<file path="config.mk">
export PLATFORM = sky130hd
export DESIGN_NAME = pipe_mem_arbiter
export DESIGN_NICKNAME = d
export VERILOG_FILES = /design/src/rtl/pipe_mem_arbiter.sv
export SDC_FILE = /design/constraint.sdc
export NUM_CORES = 1
export LEC_CHECK = 0
export CORE_ASPECT_RATIO = 0.6
export CORE_MARGIN = 2
export CORE_UTILIZATION = 42
export DETAILED_ROUTE_END_ITERATION = 7
export PLACE_DENSITY_LB_ADDON = 0.2
export SYNTH_ARGS = -nofsm -noshare
export SYNTH_HDL_FRONTEND = slang
export SYNTH_SLANG_ARGS = --single-unit
</file>
<file path="constraint.sdc">
create_clock -name clock -period 2.3 [get_ports clock]
set_clock_uncertainty 0.1 [all_clocks]
set_input_delay 0.69 -clock clock [delete_from_list [all_inputs] [get_ports clock]]
set_output_delay 0.69 -clock clock [all_outputs]
set_load 0.005 [all_outputs]
</file>
<file path="src/rtl/pipe_mem_arbiter.sv">
// rtl/pipe_mem_arbiter.sv - serialises fetch and data accesses onto one single-ported synchronous memory
// Optional fetch starvation guard: define PIPE_MEM_ARB_STARVE_GUARD_EN.
module pipe_mem_arbiter #(
  parameter int AW           = 8,
  parameter int DW           = 8,
  parameter int MEM_LAT      = 1,
  parameter int STARVE_LIMIT = 4
) (
  input  logic          clock,
  input  logic          reset,
  input  logic          if_req,
  input  logic [AW-1:0] if_addr,
  output logic [DW-1:0] if_rdata,
  output logic          if_valid,
  input  logic          d_req,
  input  logic          d_we,
  input  logic [AW-1:0] d_addr,
  input  logic [DW-1:0] d_wdata,
  output logic [DW-1:0] d_rdata,
  output logic          d_valid,
  output logic          mem_en,
  output logic          mem_we,
  output logic [AW-1:0] mem_addr,
  output logic [DW-1:0] mem_wdata,
  input  logic [DW-1:0] mem_rdata,
  output logic          stall
);

  typedef enum logic [1:0] {S_IDLE, S_ACCESS, S_WAIT, S_DONE} state_t;

  state_t          state_q, state_d;
  logic [3:0]      cnt_q;
  logic            own_if_q, own_d_q;
  logic            we_q;
  logic [AW-1:0]   addr_q;
  logic [DW-1:0]   wdata_q;
  logic [DW-1:0]   if_rdata_q, d_rdata_q;
  logic            any_req, grant_data, force_fetch, grant_now;

  assign any_req   = if_req | d_req;
  assign grant_now = (state_q == S_IDLE) & any_req;
  assign grant_data = d_req & ~force_fetch;

`ifdef PIPE_MEM_ARB_STARVE_GUARD_EN
  logic [3:0] starve_q, starve_d;

  assign force_fetch = if_req & d_req & (starve_q == 4'(STARVE_LIMIT));

  always_comb begin
    starve_d = starve_q;
    if (grant_now) begin
      if (!grant_data)
        starve_d = 4'd0;
      else if (if_req)
        starve_d = starve_q + 4'd1;
    end
  end

  always_ff @(posedge clock or posedge reset) begin
    if (reset) starve_q <= 4'd0;
    else       starve_q <= starve_d;
  end
`else
  // Without the guard the limit has no effect; data always wins.
  assign force_fetch = 1'b0 & (STARVE_LIMIT != 0);
`endif

  always_ff @(posedge clock or posedge reset) begin
    if (reset) state_q <= S_IDLE;
    else       state_q <= state_d;
  end

  always_comb begin
    state_d = state_q;
    case (state_q)
      S_IDLE:   if (any_req) state_d = S_ACCESS;
      S_ACCESS: state_d = S_WAIT;
      S_WAIT:   if (cnt_q == 4'd1) state_d = S_DONE;
      S_DONE:   state_d = S_IDLE;
      default:  state_d = S_IDLE;
    endcase
  end

  always_comb begin
    mem_en   = 1'b0;
    mem_we   = 1'b0;
    if_valid = 1'b0;
    d_valid  = 1'b0;
    case (state_q)
      S_ACCESS: begin
        mem_en = 1'b1;
        mem_we = we_q;
      end
      S_DONE: begin
        if_valid = own_if_q;
        d_valid  = own_d_q;
      end
      default: ;
    endcase
  end

  // Request fields are frozen at grant so the pipeline may change them freely afterwards.
  always_ff @(posedge clock or posedge reset) begin
    if (reset) begin
      cnt_q      <= 4'd0;
      own_if_q   <= 1'b0;
      own_d_q    <= 1'b0;
      we_q       <= 1'b0;
      addr_q     <= '0;
      wdata_q    <= '0;
      if_rdata_q <= '0;
      d_rdata_q  <= '0;
    end else begin
      if (grant_now) begin
        own_d_q  <= grant_data;
        own_if_q <= ~grant_data;
        we_q     <= grant_data & d_we;
        addr_q   <= grant_data ? d_addr : if_addr;
        if (grant_data) wdata_q <= d_wdata;
      end
      if (state_q == S_ACCESS)
        cnt_q <= 4'(MEM_LAT);
      else if (state_q == S_WAIT)
        cnt_q <= cnt_q - 4'd1;
      if (state_q == S_WAIT && cnt_q == 4'd1) begin
        if (own_if_q)          if_rdata_q <= mem_rdata;
        if (own_d_q && !we_q)  d_rdata_q  <= mem_rdata;
      end
      if (state_q == S_DONE) begin
        own_if_q <= 1'b0;
        own_d_q  <= 1'b0;
      end
    end
  end

  assign mem_addr  = addr_q;
  assign mem_wdata = wdata_q;
  assign if_rdata  = if_rdata_q;
  assign d_rdata   = d_rdata_q;
  assign stall     = (if_req & ~if_valid) | (d_req & ~d_valid);

endmodule

</file>
==> summary.log <==
qor: worst_setup_path.critPathArrivalTime 1.36 ns
qor: worst_setup_path.critPathRequiredTime 1.51 ns
qor: power_and_ir_drop.power-per-cell-area 1260 nW/µm²
qor: synthesis.synth.lib_cells_used.distinct 24
qor: synthesis.synth_enable_flop_cells 0
qor: worst_setup_path.worst-path-max-fanout 3
qor: synthesis.synth_top_cells_by_count dfrtp_1, mux2_2, o22ai_1
qor: worst_setup_path.timing.critical_path.to_type output pin
qor: floorplanning.ios 74
qor: synthesis.post_synth_main_area_contributors dfrtp_1, mux2_2, o22ai_1
qor: clocking.cts.htree.levels 2
qor: floorplanning.fp.dieArea 4870 µm²
qor: synthesis.synth_fp_nets 187
qor: hold_path.hold_class flop to flop
qor: route.remaining_drc_errors 0
qor: finish.layout.filler_cells 305
qor: placement.dp.final_hpwl 3.25 mm
qor: finish.layout.cells.non_filler 291
qor: clocking.clock_insertion_delay_worst_skew 0.29 ns
qor: clocking.cts_max_path_buffers 2
qor: job.drv_cap 0
qor: grt.vias_in_the_first_global_route 1500
qor: route.totalWireLength 4.27 mm
qor: clocking.cts_inserted_buffers 5
qor: route.routed_via_density 5.00
qor: synthesis.synthesis.area 1810 µm²
qor: grt.grt_pass1_wl 6.67 mm
qor: finish.finish.net_count 273
qor: route.wire_per_inst 14.7 µm
qor: finish.sequential_cell_area 1030 µm²
qor: sta.timing_hold_violations_final 0
qor: grt.initial_antenna_violation_count 0
qor: sta.final_setup_violating_endpoints 0
qor: finish.multi_input_area 729 µm²
qor: sta.finalSetupTns 0 ns
qor: power_and_ir_drop.vdd_drop_max 652 µV
qor: sta.timing.fmax 464 MHz
qor: route.via_count 1456
qor: finish.final_core_util 0.674
qor: placement.buffers_added_on_ports 73
qor: grt.grt-ovfl-total 0
qor: clocking.ctsHoldBuffers 0
qor: grt.track_usage 0.188
qor: placement.dp.cells 283
qor: finish.syn_to_final_growth 53.5%
qor: route.dr.first_iter.drc_count 33
qor: sta.drv_slew 0
qor: floorplanning.initial_core_util 0.439
qor: grt.grt_max_degree 42
qor: floorplanning.count_of_standard_cell_rows 18
qor: clocking.clock-root-buffer clkbuf_8
qor: sta.post-route-min-period 2.15 ns
qor: floorplanning.floorplan.die.height 54.9 µm
qor: outcome.status finished, final reports clean
qor: clocking.cts_tree built
qor: sta.worst-slew-pin-transition 0.514 ns
qor: placement.place_congestion 0.787
qor: clocking.clock_sink_total 41
qor: placement.dp_worst_setup_slack -0.425 ns
qor: synthesis.synth_top_area_share 0.567
qor: sta.rsz_0062_raised_after_global_routing no
qor: sta.finalWorstSetupSlack 0.145 ns
qor: synthesis.synth_warnings 0
qor: sta.min_period_over_period 0.937
qor: synthesis.post-synth-top-count-cell dfrtp_1
qor: synthesis.synth_top_flop_cell dfrtp_1
qor: power_and_ir_drop.power.static_leakage 0.00127 µW
qor: synthesis.syn_avg_cell_area 12.6 µm²
qor: synthesis.yosys_top_cell_by_area dfrtp_1
qor: route.ant_nets 0
qor: route.drt_pass1_iterations 4
qor: worst_setup_path.worstSetupPathType flop to output pin
qor: synthesis.ys_ff_latch 41
qor: synthesis.post_synth_inst_count 144
qor: floorplanning.die_w 88.8 µm
qor: sta.hold-worst-slack 0.400 ns
qor: clocking.clkTransAtPathRegs 0.07 ns
qor: synthesis.synth-async-reset-ratio 1.00
qor: worst_setup_path.cp-start-kind flop
qor: synthesis.seq_area_frac_synth 0.567
qor: finish.drive_gt1_frac 0.212
qor: clocking.number_of_setup_buffers_added_after_cts 0
qor: finish.diodes 0
qor: sta.max-slew-margin-rel 0.657
qor: floorplanning.placeableCoreArea 4120 µm²
[state kept, by name (all words and copies together) (netlist names)]
signal / count
cnt_q: 4
d_rdata: 8
if_rdata: 8
mem_addr: 8
mem_wdata: 8
own_d_q: 1
own_if_q: 1
state_q: 2
we_q: 1
[report_power, final]
group	internal (µW)	switching, µW
combinational	1110	635
sequential	1090	228
clock	210	235
[metrics by stage]
step	cell area, µm²	power [µW]
after detailed placement	2690	3100
final	2780	3510
after global placement	2690	3000
after CTS	2770	3550
after floorplan	1810	2130
after global routing	2780	3790
[logic make-up (layout without fill, tap and decap cells)]
family | count (synthesis) | in the layout | synth area share
flip-flops | 41 | 41 | 0.567
multiplexers | 26 | 26 | 0.162
AO/OA/AOI/OAI | 33 | 33 | 0.115
adder cells (fa/ha/maj) | 6 | 6 | 0.0415
buffers and inverters | 15 | 102 | 0.0332
AND/OR/NAND/NOR | 23 | 23 | 0.0815
[worst paths after layout]
check	startpoint	to	slack, ns	cells past startpoint
worst max-delay path	state_q[1]	stall	0.15	4
worst min-delay path	d_rdata[0]	d_rdata[0]	0.40	1
worst max register to register	state_q[0]	mem_addr[1]	0.55	7
worst min register to register	d_rdata[0]	d_rdata[0]	0.40	1
max in group asynchronous	reset	cnt_q[2]	1.02	3
min in group asynchronous	reset	mem_addr[0]	0.72	3
[layout by cell type, fill, tap and decap left out]
| cell | count |
|---|---|
| a211oi_1 | 1 |
| a21oi_1 | 9 |
| a22o_1 | 3 |
| a2bb2oi_1 | 1 |
| a32o_1 | 1 |
| and2_1 | 3 |
| buf_12 | 1 |
| buf_2 | 1 |
| buf_4 | 11 |
| clkbuf_1 | 1 |
| clkbuf_8 | 5 |
| clkdlybuf4s50_1 | 66 |
| clkinv_2 | 2 |
| dfrtp_1 | 41 |
| dlygate4sd2_1 | 3 |
| dlymetal6s2s_1 | 3 |
| ha_1 | 4 |
| ha_2 | 2 |
| inv_1 | 9 |
| mux2_1 | 2 |
| mux2_2 | 24 |
| nand2_1 | 9 |
| nand3_2 | 1 |
| nand3b_1 | 2 |
| nand4b_4 | 1 |
| nor2_1 | 4 |
| nor3_1 | 1 |
| nor3b_1 | 1 |
| nor3b_4 | 1 |
| o21ai_0 | 3 |
| o22a_1 | 1 |
| o22ai_1 | 14 |
[critical path, cell delays in order (launching register included)]
cell     delay (ns)
dfrtp_1        0.38
ha_2           0.20
and2_1         0.17
o22ai_1        0.18
buf_2          0.15
[routing by layer]
layer / up-vias / track usage / part of all wire
met5: - / 0 / 0
met4: 0 / 0.0960 / 0.013
met3: 8 / 0.0754 / 0.10
met2: 64 / 0.305 / 0.46
met1: 698 / 0.220 / 0.43
li1: 686 / - / -
[layout make-up]
type / count / area share
clock buffers: 6 / 0.0261
repair buffers: 85 / 0.299
multi-input cells: 88 / 0.262
flip-flops and latches: 41 / 0.369
clock inverters: 2 / 0.00360
inverters: 9 / 0.0122
well taps: 60 / 0.0270
[timing repair]
action / 4_1_cts / 5_1_grt
pin swaps: 1 / 1
setup endpoints to repair: 5 / 3
gates resized for setup: 7 / 5
(Power assumes the default switching activity.)
